===== src/rtl/fifo_rw_pkg.sv =====
// ---------------------------------------------------------------------------
// fifo_rw_pkg
// Shared types and constants for the FIFO burst reader and its output buffer.
//   state_e   : burst reader FSM state (IDLE, RUN, DONE)
//   OCC_W     : width of the output-buffer occupancy count
//   OCC_FULL  : occupancy at which the 2-entry output buffer is full
//   is_busy() : true for the states in which the reader owns the FIFO
// ---------------------------------------------------------------------------
package fifo_rw_pkg;

    typedef enum logic [1:0] {
        IDLE = 2'd0,
        RUN  = 2'd1,
        DONE = 2'd2
    } state_e;

    localparam int              OCC_W    = 2;
    localparam logic [OCC_W-1:0] OCC_FULL = 2'd2;

    function automatic logic is_busy(input state_e s);
        return (s == RUN) || (s == DONE);
    endfunction

endpackage


===== src/rtl/skid_buf2.sv =====
// ---------------------------------------------------------------------------
// skid_buf2
// Two-entry in-order output buffer carrying {last, data}. The head entry is
// the registered downstream output; the second entry absorbs one word while
// the downstream is stalled.
//   clk, rst   : clock (rising edge), asynchronous active-high reset
//   push       : write push_entry this cycle (never asserted when occ==2)
//   push_entry : {last, data} word being written
//   ready      : downstream accept
//   valid      : head entry valid (registered)
//   head       : head entry {last, data} (registered)
//   occ        : number of occupied entries, 0..2
// Handshake: a word leaves the head on a rising edge where valid & ready;
// head stays unchanged while valid=1 and ready=0.
// ---------------------------------------------------------------------------
module skid_buf2
    import fifo_rw_pkg::*;
#(
    parameter int DATA_W = 4
) (
    input  logic             clk,
    input  logic             rst,
    input  logic             push,
    input  logic [DATA_W:0]  push_entry,
    input  logic             ready,
    output logic             valid,
    output logic [DATA_W:0]  head,
    output logic [OCC_W-1:0] occ
);

    logic            head_v;
    logic            skid_v;
    logic [DATA_W:0] head_q;
    logic [DATA_W:0] skid_q;
    logic            xfer;

    assign xfer  = head_v & ready;
    assign valid = head_v;
    assign head  = head_q;
    assign occ   = {1'b0, head_v} + {1'b0, skid_v};

    always_ff @(posedge clk or posedge rst) begin
        if (rst) begin
            head_v <= 1'b0;
            skid_v <= 1'b0;
            head_q <= '0;
            skid_q <= '0;
        end else begin
            case ({skid_v, head_v})
                2'b00: begin
                    if (push) begin
                        head_q <= push_entry;
                        head_v <= 1'b1;
                    end
                end
                2'b01: begin
                    // Simultaneous push and transfer: the new word moves
                    // straight into the head, occupancy stays at one.
                    if (push && xfer) begin
                        head_q <= push_entry;
                    end else if (push) begin
                        skid_q <= push_entry;
                        skid_v <= 1'b1;
                    end else if (xfer) begin
                        head_v <= 1'b0;
                    end
                end
                2'b11: begin
                    if (xfer) begin
                        head_q <= skid_q;
                        if (push) begin
                            skid_q <= push_entry;
                        end else begin
                            skid_v <= 1'b0;
                        end
                    end
                end
                default: begin
                    // Second entry without a head cannot occur; recover empty.
                    head_v <= 1'b0;
                    skid_v <= 1'b0;
                end
            endcase
        end
    end

endmodule


===== src/rtl/fifo_burst_reader.sv =====
// ---------------------------------------------------------------------------
// fifo_burst_reader
// Drains a requested number of words from a show-ahead FIFO and streams them
// downstream with valid/ready, marking the last word of the burst.
//   clk, rst    : clock (rising edge), asynchronous active-high reset
//   start       : one-cycle burst request, honoured only in IDLE
//   burst_len   : words to drain, sampled with start (0 = empty burst)
//   busy        : high in RUN and DONE
//   done        : one-cycle pulse when the burst completes
//   fifo_empty  : upstream FIFO empty flag
//   fifo_dout   : show-ahead head word, valid while fifo_empty=0
//   fifo_rd_en  : pop strobe; next head appears the following cycle
//   m_valid     : downstream word valid (registered)
//   m_data      : downstream word (registered)
//   m_last      : final word of the burst, qualified by m_valid (registered)
//   m_ready     : downstream accept
//   fsm_state   : current FSM state, for observation
// Handshake: a downstream transfer happens on a rising edge where
// m_valid & m_ready; m_data/m_last hold while m_valid=1 and m_ready=0, and
// m_valid never depends combinationally on m_ready.
// ---------------------------------------------------------------------------
module fifo_burst_reader
    import fifo_rw_pkg::*;
#(
    parameter int DATA_W = 4,
    parameter int LEN_W  = 8
) (
    input  logic              clk,
    input  logic              rst,
    input  logic              start,
    input  logic [LEN_W-1:0]  burst_len,
    output logic              busy,
    output logic              done,
    input  logic              fifo_empty,
    input  logic [DATA_W-1:0] fifo_dout,
    output logic              fifo_rd_en,
    output logic              m_valid,
    output logic [DATA_W-1:0] m_data,
    output logic              m_last,
    input  logic              m_ready,
    output state_e            fsm_state
);

    localparam logic [LEN_W-1:0] CNT_ONE = LEN_W'(1);

    state_e           state;
    logic [LEN_W-1:0] pop_cnt;
    logic [LEN_W-1:0] out_cnt;
    logic [OCC_W-1:0] occ;
    logic             xfer;
    logic [DATA_W:0]  push_entry;
    logic [DATA_W:0]  head;

    assign fsm_state = state;
    assign xfer      = m_valid & m_ready;

    // Pop decision uses only registered state and the FIFO flag; it never
    // looks at m_ready, so a full buffer simply blocks the pop for a cycle.
    assign fifo_rd_en = (state == RUN) & ~fifo_empty & (pop_cnt != '0) & (occ < OCC_FULL);

    // Words leave in pop order, so the word popped while pop_cnt==1 is the
    // one that will be transferred while out_cnt==1: tag it as last on entry.
    assign push_entry = {(pop_cnt == CNT_ONE), fifo_dout};

    skid_buf2 #(
        .DATA_W (DATA_W)
    ) u_buf (
        .clk        (clk),
        .rst        (rst),
        .push       (fifo_rd_en),
        .push_entry (push_entry),
        .ready      (m_ready),
        .valid      (m_valid),
        .head       (head),
        .occ        (occ)
    );

    assign m_last = head[DATA_W];
    assign m_data = head[DATA_W-1:0];

    always_ff @(posedge clk or posedge rst) begin
        if (rst) begin
            state   <= IDLE;
            pop_cnt <= '0;
            out_cnt <= '0;
            busy    <= 1'b0;
            done    <= 1'b0;
        end else begin
            case (state)
                IDLE: begin
                    done <= 1'b0;
                    if (start) begin
                        busy <= 1'b1;
                        if (burst_len != '0) begin
                            pop_cnt <= burst_len;
                            out_cnt <= burst_len;
                            state   <= RUN;
                        end else begin
                            // Empty burst: nothing to pop, report completion.
                            state <= DONE;
                            done  <= 1'b1;
                        end
                    end
                end
                RUN: begin
                    // fifo_rd_en already implies pop_cnt != 0.
                    if (fifo_rd_en) begin
                        pop_cnt <= pop_cnt - CNT_ONE;
                    end
                    if (xfer && (out_cnt != '0)) begin
                        out_cnt <= out_cnt - CNT_ONE;
                        if (out_cnt == CNT_ONE) begin
                            state <= DONE;
                            done  <= 1'b1;
                        end
                    end
                end
                DONE: begin
                    done  <= 1'b0;
                    busy  <= 1'b0;
                    state <= IDLE;
                end
                default: begin
                    done  <= 1'b0;
                    busy  <= 1'b0;
                    state <= IDLE;
                end
            endcase
        end
    end

endmodule


===== config.mk =====
export PLATFORM = sky130hd
export DESIGN_NAME = fifo_burst_reader
export DESIGN_NICKNAME = d
export VERILOG_FILES = /design/src/rtl/fifo_rw_pkg.sv /design/src/rtl/skid_buf2.sv /design/src/rtl/fifo_burst_reader.sv
export SDC_FILE = /design/constraint.sdc
export NUM_CORES = 1
export LEC_CHECK = 0
export ABC_CLOCK_PERIOD_IN_PS = 2750
export BUFFER_PORTS_ARGS = -buffer_cell sky130_fd_sc_hd__clkbuf_2
export CAP_MARGIN = 20
export CORE_MARGIN = 1.5
export CORE_UTILIZATION = 50
export DETAILED_ROUTE_END_ITERATION = 12
export GPL_ROUTABILITY_DRIVEN = 0
export PLACE_DENSITY_LB_ADDON = 0.2
export REMOVE_ABC_BUFFERS = 1
export SLEW_MARGIN = 10
export SYNTH_ARGS = -nofsm -noshare
export SYNTH_HDL_FRONTEND = slang
export SYNTH_SLANG_ARGS = --single-unit

===== constraint.sdc =====
create_clock -name clk -period 2.75 [get_ports clk]
set_input_delay 0.1375 -clock clk [delete_from_list [all_inputs] [get_ports clk]]
set_output_delay 0.1375 -clock clk [all_outputs]
set_load 0.02 [all_outputs]

Word-level counts from Yosys, hierarchy flattened

Cells that the tools add are included.

Bitwise gates (word level): 8
Muxes and demuxes: 35
Shift operators: 0
Divide/modulo/power cells: 0
$lt $le $gt $ge: 1
Add/subtract/negate cells: 3
Reduce and logical (&&, ||, !) cells: 19
Multiply operators: 0
Equal/unequal tests: 18

Operator list:

| operator            | number |
|---|---|
| $mux 8              | 4 |
| $pmux 8 s2          | 2 |
| $mux 5              | 6 |
| $reduce_bool 8->1   | 3 |
| $eq 8x1->1 const B  | 2 |
| $ne 2x1->1 const B  | 8 |
| $sub 8x1->8 const B | 2 |
| $pmux 5 s3          | 1 |
| $mux 1              | 12 |
| $reduce_and 4->1    | 3 |
| $ne 2x2->1 const B  | 5 |
| $pmux 5 s2          | 1 |
| $reduce_and 5->1    | 2 |
| $mux 2              | 4 |
| $pmux 1 s3          | 2 |
| $reduce_and 3->1    | 2 |
| $and 1x1->1         | 4 |
| $eq 2x1->1 const B  | 2 |
| $logic_not 2->1     | 2 |
| $not 1->1           | 4 |
| $pmux 1 s2          | 2 |
| $pmux 2 s2          | 1 |
| $reduce_and 2->1    | 2 |
| $reduce_bool 2->1   | 2 |
| other kinds (5)     | 6 |

Bits in latches: 0
Register bits: 32
Memory bits (read-only): 0
RAM bits: 0
Memories: 0
Word-level logic and storage cells: 93
Output and inout port bits: 11

Depth between registers and ports, before layout

Depth in word-level cells: 7
Mapped depth: 7
Depth with buffers taken out: 7

Cells and area by module

Synthesis repeated with hierarchy kept, for this count alone.

Cells, all modules: 208
Area total of the unflattened synthesis: 2070.7 um^2

By module, submodules not included:

| module            | area an instance (um^2) | cells each | sequential area each (um^2) | instances |
|---|---|---|---|---|
| fifo_burst_reader | 1388.8                  | 146        | 500.5                       | 1 |
| skid_buf2         | 681.9                   | 62         | 300.3                       | 1 |

Worst setup path after synthesis

No wires, ideal clock.

Path kind: reg2reg
Start point: register pop_cnt[0]
End point: register pop_cnt[1]
Stages on the path, launching flop included: 8
Arrival time: 1.893 ns
Path slack: 0.732 ns
Library setup time: 0.125 ns
Cells stage by stage: dfrtp_1 > inv_1 > ha_1 > or3b_2 > o211ai_4 > inv_4 > nor2_4 > mux2_4

Cells in the longest elaborated chain, start to end: 5
Elaborated cells on any way between the ends: 8

RTL lines:

| item                              | line                     | text |
|---|---|---|
| start, declared                   | fifo_burst_reader.sv:47  | `logic [LEN_W-1:0] pop_cnt;` |
| start signal, assigned            | fifo_burst_reader.sv:95  | `pop_cnt <= burst_len;` |
| start signal, assigned            | fifo_burst_reader.sv:108 | `pop_cnt <= pop_cnt - CNT_ONE;` |
| $reduce_bool 8->1                 | fifo_burst_reader.sv:59  | `assign fifo_rd_en = (state == RUN) & ~fifo_empty & (pop_cnt != '0) & (occ < OCC_FULL);` |
| $and 1x1->1 (2 in series)         | fifo_burst_reader.sv:59  |  |
| net fifo_rd_en                    | fifo_burst_reader.sv:36  | `output logic fifo_rd_en,` |
| $ne 2x1->1 (no source line)       | --                       |  |
| $reduce_and 4->1 (no source line) | --                       |  |

The timed path passes the listed nets, and every way through them passes these cells. The select of a mux whose other input is x is not followed.
A chain may end at the register's enable or synchronous reset.

Final worst setup path

Start point: register pop_cnt[0]
End point: register pop_cnt[1]

Cells in the longest elaborated chain, start to end: 5
Elaborated cells on any way between the ends: 8

RTL lines:

| item |
|---|
| branches (longest 5 deep; another with $sub 8x1->8) |

Parallel ways; which one is timed is not known. The select of a mux whose other input is x is not followed.

==> results by group <==
Place
  – Placed cell area: 2060 µm²
  – Input/output buffers: 27
  – Placed Cells: 256
  – Detailed Place HPWL: 3.17 mm

Floorplan
  – FP Rows: 22
  – Die Y: 64.2 µm
  – Die X: 64.2 µm
  – Initial core utilization: 0.515
  – Core Area: 3630 µm²
  – Number of I/O pins: 28
  – Die Footprint: 4120 µm²

GRT
  – Total grt overflow: 0
  – Vias in the first global route: 1549
  – Total GRT Usage: 0.220
  – First-pass GRT wire length: 7.05 mm
  – Initial antenna violation count: 0
  – Largest net degree at the start of global routing: 33

Synth
  – Largest family of logic cells by synthesized area: compound AO/OA/AOI/OAI gates
  – Post-Syn Area per Cell: 10.1 µm²
  – Synth Warn #: 0
  – Most common library cells after synthesis: dfrtp_1 (32), mux2_2 (16), a21oi_1 (14)
  – Post-synth top area cell: dfrtp_1
  – Post-Synth XOR/XNOR Area: 0
  – Post-synthesis compound-gate area fraction: 0.219
  – Synth top area cells: dfrtp_1 (43%), mux2_2 (9.6%), a21oi_1 (3.7%)
  – Seq/Total Area, Yosys: 0.428
  – Count leader, synth: dfrtp_1
  – Top_reg_cell synth: dfrtp_1
  – Mux share of post-synthesis cell area: 0.104
  – Post-Synth Simple-Gate Area: 0.174
  – Proportion of netlist area held by the largest area contributor: 0.428
  – Synth Area in Adders: 0.0334
  – Mapped Area: 1870 µm²
  – Synthesized flop and latch total: 32
  – Netlist cell types: 45
  – EDFF count, synth: 0
  – Synth Instances: 186
  – Async set-or-reset flop fraction in the synthesized netlist: 1.00

STA
  – Post-layout min period: 2160 ps
  – Pins Over Slew Limit: 0
  – Final setup vio count: 0
  – Tcrit/Tclk final: 0.786
  – Fmax: 463 MHz
  – Worst-margin pin slew: 665 ps
  – Worst slew margin: 0.552
  – Final setup TNS: 0 ps
  – Clock skew: 7.14 ps
  – Hold Vio Cnt, Final: 0
  – RSZ-0062 raised after global routing: false

Detailed routing
  – Drt pass-1 iters: 4
  – Post-Route WL: 4.22 mm
  – # DRC: 0
  – Routed WL per cell: 15.9 µm
  – DR vias: 1589
  – Routed Antenna Nets: 0
  – Starting DRT DRC Count: 211
  – Routed vias/inst: 6.00

Worst setup path
  – Setup Crit Path Kind: reg2reg
  – R2R depth: 7
  – Critical path buffers and inverters: 2
  – Arrival @ worst endpoint: 2330 ps
  – Worst path max stage delay: 490 ps
  – Crit Path Max Fanout: 7
  – WP data required: 2920 ps
  – CP Capture Type: flop
  – Startpoint types: flop
  – WP depth: 7
  – R2R Setup Slk: 590 ps
  – Max stage delay cell, worst path: or3b_2
  – Critical path, cell by cell: inv_1 > ha_1 > or3b_2 > o211ai_4 > inv_4 > nor2_4 > mux2_4
  – Critical path's top delay family: simple AND/OR/NAND/NOR gates

Final layout
  – Layout Cells excl Fill: 265
  – Fin area: 2180 µm²
  – Share of layout cells above drive strength 1: 0.309
  – Antenna fix cells: 0
  – Layout Nets: 238
  – Area Overhead vs Synth: 16.2%
  – Util after Layout: 0.599

Clocking
  – CTS tree: yes
  – Insertion delay to the later sink of the worst-skew pair: 280 ps
  – Total clock sinks: 32
  – CTS max path bufs: 2
  – Clock-pin slew on the worst setup and hold paths: 70 ps
  – Htree depth: 2
  – Hold buffer count at CTS: 1
  – Root Buffer: clkbuf_8
  – Post-CTS setup buffer count: 0
  – Total CTS buffers: 5
  – Cts repair resizes: 0

Worst hold path
  – Hold Path Depth: 2
  – Worst Hold Class: in2reg

Power
  – Pwr Density: 1160 nW/µm²
  – P_leak: 0.000966 µW
  – Worst VDD drop: 572 µV
  – Total power: 2530 µW

Job
  – Max-Cap Viols: 0

Outcome
  – Status: completed
-- area by class of cell --
cell class | instances | area (µm²)
Sequential cell | 32 | 801
Inverter | 12 | 47.5
Clock inverter | 2 | 35.0
Fill cell | 346 | 1460
Clock buffer | 6 | 72.6
Multi-Input combinational cell | 134 | 993
Tap cell | 48 | 60.1
Timing Repair Buffer | 31 | 168
-- cells in the final DEF, fill, tap and decap left out, drive strengths merged, types with 7 or more instances in the layout --
cell type,synthesis,layout
nand2,8,8
a21oi,14,14
inv,12,12
clkbuf,7,33
nor3,7,7
mux2,17,17
o21ai,12,12
o2bb2ai,8,8
nor2,11,11
dfrtp,32,32
-- final timing paths --
check	startpoint	endpoint
worst min-delay path	fifo_dout[0]	u_buf.skid_q[0]$_DFFE_PP0P_
worst max register to register	pop_cnt[0]$_DFFE_PP0P_	pop_cnt[1]$_DFFE_PP0P_
min in group asynchronous	rst	u_buf.skid_q[4]$_DFFE_PP0P_
worst max-delay path	pop_cnt[0]$_DFFE_PP0P_	pop_cnt[1]$_DFFE_PP0P_
worst min register to register	busy$_DFFE_PP0P_	busy$_DFFE_PP0P_
max in group asynchronous	rst	pop_cnt[6]$_DFFE_PP0P_
-- power by group --
group          total, µW  internal, µW  switching (µW)
Clock                438           269             169
Combinational       1190           510             678
Sequential           905           686             219
Total               2530          1460            1070
-- stage by stage --
stage	hold slack [ps]	worst slack [ps]
2_1_floorplan	254	732
3_3_place_gp	217	705
3_5_place_dp	221	599
4_1_cts	91.2	588
5_1_grt	91.8	490
6_report	93.4	588
-- metal layers --
| metal | GRT usage | vias up | part of all wire |
|---|---|---|---|
| met5 | 0 | - | 0 |
| met4 | 0.0665 | 0 | 0.017 |
| met3 | 0.0599 | 6 | 0.071 |
| met2 | 0.352 | 55 | 0.48 |
| met1 | 0.293 | 779 | 0.44 |
| li1 | - | 749 | - |
-- registers in the layout, summed over array words and instances (netlist names) --
register,cells
u_buf.valid,1
u_buf.skid_v,1
u_buf.head,5
fsm_state,2
done,1
out_cnt,8
pop_cnt,8
busy,1
u_buf.skid_q,5
-- cells by family (layout without fill, tap and decap cells) --
logic type	Yosys count	in the layout
simple gates	55	55
mux	17	17
flops	32	32
buf+inv	20	51
fa+ha+maj	5	5
compound gates	57	57
Power figures use the tool's default switching activity.
